<file path="src/rtl/div_controller_pkg.sv">
// rtl/div_controller_pkg.sv - shared types and encodings for the restoring-divide controller
package div_controller_pkg;

   typedef enum logic [1:0] {
      S_IDLE = 2'b00,
      S_LOAD = 2'b01,
      S_ITER = 2'b10,
      S_DONE = 2'b11
   } state_e;

   localparam logic [1:0] SEL_ADDER = 2'b01;
   localparam logic [1:0] SEL_LOAD  = 2'b10;
   localparam logic [1:0] SEL_HOLD  = 2'b11;

   localparam int ITERS = 8;

endpackage

</file>
<file path="src/rtl/divider_top.sv">
// rtl/divider_top.sv - 8-bit by 7-bit divider: controller plus remainder/divisor datapath
module divider_top (
   input  logic       clk,
   input  logic       reset,
   input  logic       start,
   input  logic [7:0] dividendin,
   input  logic [6:0] divisorin,
   output logic [7:0] quotient,
   output logic [7:0] remainder,
   output logic       busy,
   output logic       done
);
   import div_controller_pkg::*;

   logic        load, add, shift, inbit, sign;
   logic [1:0]  sel;
   logic [15:0] rem_q, rem_d, mux;
   logic [7:0]  dvs_q;
   logic [8:0]  alu;

   div_controller u_ctrl (
      .clk   (clk),
      .reset (reset),
      .start (start),
      .sign  (sign),
      .load  (load),
      .add   (add),
      .shift (shift),
      .inbit (inbit),
      .sel   (sel),
      .busy  (busy),
      .done  (done)
   );

   // Ninth bit is the borrow, so a zero divisor never reads as negative.
   assign alu  = add ? ({1'b0, rem_q[15:8]} + {1'b0, dvs_q})
                     : ({1'b0, rem_q[15:8]} - {1'b0, dvs_q});
   assign sign = alu[8];

   always_comb begin
      case (sel)
         SEL_ADDER: mux = {alu[7:0], rem_q[7:0]};
         SEL_LOAD:  mux = {8'h00, dividendin};
         default:   mux = rem_q;
      endcase
      rem_d = shift ? {mux[14:0], inbit} : mux;
   end

   always_ff @(posedge clk) begin
      if (!reset) begin
         rem_q <= 16'h0000;
         dvs_q <= 8'h00;
      end else begin
         rem_q <= rem_d;
         if (load) dvs_q <= {1'b0, divisorin};
      end
   end

   assign quotient  = rem_q[7:0];
   assign remainder = rem_q[15:8] >> 1;

endmodule

</file>
<file path="src/rtl/div_controller.sv">
// rtl/div_controller.sv - sequencing FSM for a shift/subtract restoring divider datapath
module div_controller #(
   parameter int ITERS = div_controller_pkg::ITERS
) (
   input  logic       clk,
   input  logic       reset,
   input  logic       start,
   input  logic       sign,
   output logic       load,
   output logic       add,
   output logic       shift,
   output logic       inbit,
   output logic [1:0] sel,
   output logic       busy,
   output logic       done
);
   import div_controller_pkg::*;

   localparam logic [2:0] LAST_CNT = 3'(ITERS - 1);

   state_e     state_q;
   logic [2:0] cnt_q;

   always_ff @(posedge clk) begin
      if (!reset) begin
         state_q <= S_IDLE;
         cnt_q   <= 3'd0;
      end else begin
         case (state_q)
            S_IDLE: if (start) state_q <= S_LOAD;
            S_LOAD: begin
               cnt_q   <= 3'd0;
               state_q <= S_ITER;
            end
            S_ITER: begin
               cnt_q <= cnt_q + 3'd1;
               if (cnt_q == LAST_CNT) state_q <= S_DONE;
            end
            S_DONE: state_q <= S_IDLE;
            default: state_q <= S_IDLE;
         endcase
      end
   end

   // A negative trial difference simply keeps the old remainder, so no restore cycle is needed.
   always_comb begin
      load  = 1'b0;
      add   = 1'b0;
      shift = 1'b0;
      inbit = 1'b0;
      sel   = SEL_HOLD;
      busy  = 1'b0;
      done  = 1'b0;
      case (state_q)
         S_LOAD: begin
            load  = 1'b1;
            sel   = SEL_LOAD;
            shift = 1'b1;
            busy  = 1'b1;
         end
         S_ITER: begin
            shift = 1'b1;
            busy  = 1'b1;
            inbit = ~sign;
            sel   = sign ? SEL_HOLD : SEL_ADDER;
         end
         S_DONE: done = 1'b1;
         default: ;
      endcase
   end

endmodule

</file>
<file path="config.mk">
export PLATFORM = sky130hd
export DESIGN_NAME = divider_top
export DESIGN_NICKNAME = d
export VERILOG_FILES = /design/src/rtl/div_controller_pkg.sv /design/src/rtl/divider_top.sv /design/src/rtl/div_controller.sv
export SDC_FILE = /design/constraint.sdc
export NUM_CORES = 1
export LEC_CHECK = 0
export CORE_ASPECT_RATIO = 1.75
export CORE_MARGIN = 4
export CORE_UTILIZATION = 46
export DETAILED_ROUTE_END_ITERATION = 12
export PLACE_DENSITY = 0.76
export REMOVE_ABC_BUFFERS = 1
export SYNTH_ARGS = -nofsm -noshare
export SYNTH_HDL_FRONTEND = slang
export SYNTH_SLANG_ARGS = --single-unit
</file>
<file path="constraint.sdc">
create_clock -name clk -period 2.2 [get_ports clk]
set_input_delay 0.66 -clock clk [delete_from_list [all_inputs] [get_ports clk]]
set_output_delay 0.66 -clock clk [all_outputs]
set_load 0.02 [all_outputs]
</file>
==> impl_results.md <==
* Seq cells post-synth at 28
* Root buf cell: sky130_fd_sc_hd__clkbuf_8
* Clock tree from TritonCTS: built
* Count of mapped cells out of synthesis at 186
* Async S/R FF share, synth at 0%
* Starting Density at 47.4%
* Leading cell type in the layout, fill and taps excluded: sky130_fd_sc_hd__clkdlybuf4s50_1
* Ys flop type: sky130_fd_sc_hd__dfxtp_1
* Die span in y at 88.9 um
* Post-synth EDFFs at 0
* Worst hold path type: reg -> reg
* Worst setup EP type: output pin
* DIE AREA at approximately 4800 sq um
* Number of antenna-violating nets in the routed design at 0
* Power density over the cells at 1470 nW/um^2
* Routed vias at 1329
* Post-Route Skew at 0.00487 ns
* Clk sink count at 28
* Number of diodes at 0
* # port buffers at 34
* Part of the Yosys area used for sequential elements at roughly a third
* Clock buffer count from CTS at 3
* First-pass GRT wire length at 5.76 mm
* Top fanout value on the critical path at 4
* Slowest cell on crit path: sky130_fd_sc_hd__clkdlybuf4s50_1
* Placed wire-length estimate at 2.68 mm
* Total met3 wirelength after detailed routing at between 100 and 150 um
* Crit-path max cell delay at ~0.6 ns
* Max H-tree Level at 1
* Average wire length per cell after detail routing at 13.7 um
* Fmax achieved at 0.471 GHz
* Arrival time of data at the critical path endpoint at roughly 1.5 ns
* Avg Vias per Cell at 5.09
* Clock-pin transition on the worst setup and hold timing paths at 0.09 ns
* GRT Residual Overflow at 0
* Layout cells sized above 1 at 17.7%
* Boundary Pins at 36
* Largest delay share family, worst path: buffers and inverters
* Start-to-end type of the worst setup path: reg -> out
* Fin util at 60.0%
* Synth unique cells at between 40 and 50
* Core Region at 3630 sq um
* Final weighted congestion in routability-driven placement at 0.844
* Max Buffers Root-to-Sink at 2
* Signed area change from the synthesized netlist to the final layout at 26.5%
* Worst Reg2Reg Path Length in Cells at 10
* Number of pins exceeding their max-slew limit in the final report at 0
* Vias in the first global route at 1302
* CP Data Required Time at 1.54 ns
* Final number of hold-violating endpoints at 0
* Worst Hold Slack at slightly below 0.5 ns
* Floorplan row count at 29
* Global Route Usage Sum at 16.1%
* Post-route met1 wirelength at 1.48 mm
* Drt first-iter violations at 18
* Commonest cells after routing, fill and taps aside: sky130_fd_sc_hd__clkdlybuf4s50_1 (33), sky130_fd_sc_hd__dfxtp_1 (26), sky130_fd_sc_hd__nor2_1 (17)
* Count of max-cap constraint violations at 0
* Number of antenna violations at the first check in global routing at 0
* # setup viols final at 0
* Cells along the critical path: ha_1 -> clkdlybuf4s50_1
* Number of cells on the worst hold path at 2
* Number of warnings reported in the yosys synthesis log at 0
* Placed cell areas at 2050 sq um
* Status: complete, no violations
* Routed wire length on met2 at between 1.5 and 2 mm
* 1st-pass router iterations at 4
* Horiz. Die Dim at 54.2 um
* Drc violations at 0
* Skew-Pair Late Insertion Delay at 0.28 ns
* Final design area excluding fillers at 2180 sq um
* Pin count of the biggest net entering global routing at 36
* Post-synthesis average cell area at 9.26 sq um
* Worst Path Buf+Inv at 1
* Static power due to leakage at 0.858 nW
* Crit start category: flop
* Uppermost routed layer: met4
* Post-synth design cell area at roughly 1700 sq um
* Total Wirelength at 3.58 mm
* Largest vdd supply drop at 0.000905 V
* Logic depth of the worst path, buffers included at 2
* Final cycle utilization of the critical path at 96.4%
* Minimum period implied by the final worst setup slack at between 2 and 2.5 ns
* Final #Nets at 249
-- per-stage QoR --
stage	TNS, ns	worst slack [ns]	power, mW	cells
finish	0	0.0791	3.20	261
global route	-0.0306	-0.0306	3.46	261
global placement	0	0.0834	2.68	254
CTS	0	0.0103	3.12	258
detailed placement	0	0.0337	2.71	254
floorplan	0	0.0189	2.10	163
-- per-layer routing --
layer / global-route usage [%] / up-vias
li1: - / 681
met1: 19.0 / 617
met2: 27.7 / 25
met3: 2.17 / 6
met4: 7.48 / 0
met5: 0 / -
-- report_power, final --
part,total [mW],internal (mW),leakage [nW],switching [mW]
Combinational,2.04,1.01,0.593,1.03
Clock,0.403,0.244,0.0357,0.160
Sequential,0.759,0.655,0.230,0.105
-- tightest hold or removal path: stages, from the launching register on --
cell                       delay [ns]
sky130_fd_sc_hd__dfxtp_1         0.32
sky130_fd_sc_hd__nand2b_1        0.07
sky130_fd_sc_hd__a21oi_1         0.05
-- flip-flops by register name, indices dropped and copies added, names as in the netlist --
name	flops
u_ctrl.cnt_q	3
dvs_q	7
u_ctrl.state_q	2
rem_q	16
-- layout make-up --
type	count	area [sq um]
Sequential cell	28	563
Fill cell	306	1450
Inverter	15	56.3
Clock inverter	1	30.0
Clock buffer	3	41.3
Tap cell	46	57.6
Multi-Input combinational cell	120	981
Timing Repair Buffer	48	448
-- cell usage after synthesis, types with 3 or more instances --
cell	instances	area, sq um
sky130_fd_sc_hd__buf_2	3	15.0
sky130_fd_sc_hd__a211oi_1	3	22.5
sky130_fd_sc_hd__inv_1	14	52.6
sky130_fd_sc_hd__and2_1	4	25.0
sky130_fd_sc_hd__nand3_1	4	20.0
sky130_fd_sc_hd__buf_4	16	120
sky130_fd_sc_hd__mux4_2	4	90.1
sky130_fd_sc_hd__nand2b_1	4	25.0
sky130_fd_sc_hd__dfxtp_1	28	561
sky130_fd_sc_hd__nand2_1	3	11.3
sky130_fd_sc_hd__o21ai_0	7	35.0
sky130_fd_sc_hd__nand3b_1	3	22.5
sky130_fd_sc_hd__nor2b_1	3	18.8
sky130_fd_sc_hd__a21oi_1	11	55.1
sky130_fd_sc_hd__clkbuf_1	4	15.0
sky130_fd_sc_hd__nor2_1	17	63.8
sky130_fd_sc_hd__ha_1	14	175
sky130_fd_sc_hd__mux2i_1	15	150
sky130_fd_sc_hd__mux2_2	3	33.8
-- cell families after synthesis --
family / Yosys count / synth area share (%)
and+or+nand+nor: 43 / 12.5
DFF: 28 / 32.6
AOI/OAI and AO/OA: 35 / 13.4
muxes: 22 / 15.9
adders and majority gates: 15 / 11.3
other: 1 / 0.218
buffers and inverters: 38 / 12.0
xor gates and xnor gates: 4 / 2.04
-- timing repair --
item,CTS,global route
setup buffers,0,3
hold buffers,0,0
pin swaps,0,5
resized for setup,1,13
setup endpoints to repair,1,7
cloned,0,0
-- final timing paths --
kind | startpoint | endpoint | slack, ns
max | u_ctrl.state_q[0]$_SDFFE_PN0P_ | done | 0.08
min reg2reg | u_ctrl.cnt_q[1]$_SDFFE_PN0N_ | u_ctrl.cnt_q[1]$_SDFFE_PN0N_ | 0.49
min | u_ctrl.cnt_q[1]$_SDFFE_PN0N_ | u_ctrl.cnt_q[1]$_SDFFE_PN0N_ | 0.49
max reg2reg | rem_q[8]$_SDFF_PN0_ | rem_q[10]$_SDFF_PN0_ | 0.11
Note: power is estimated with default switching activity, not from simulation.
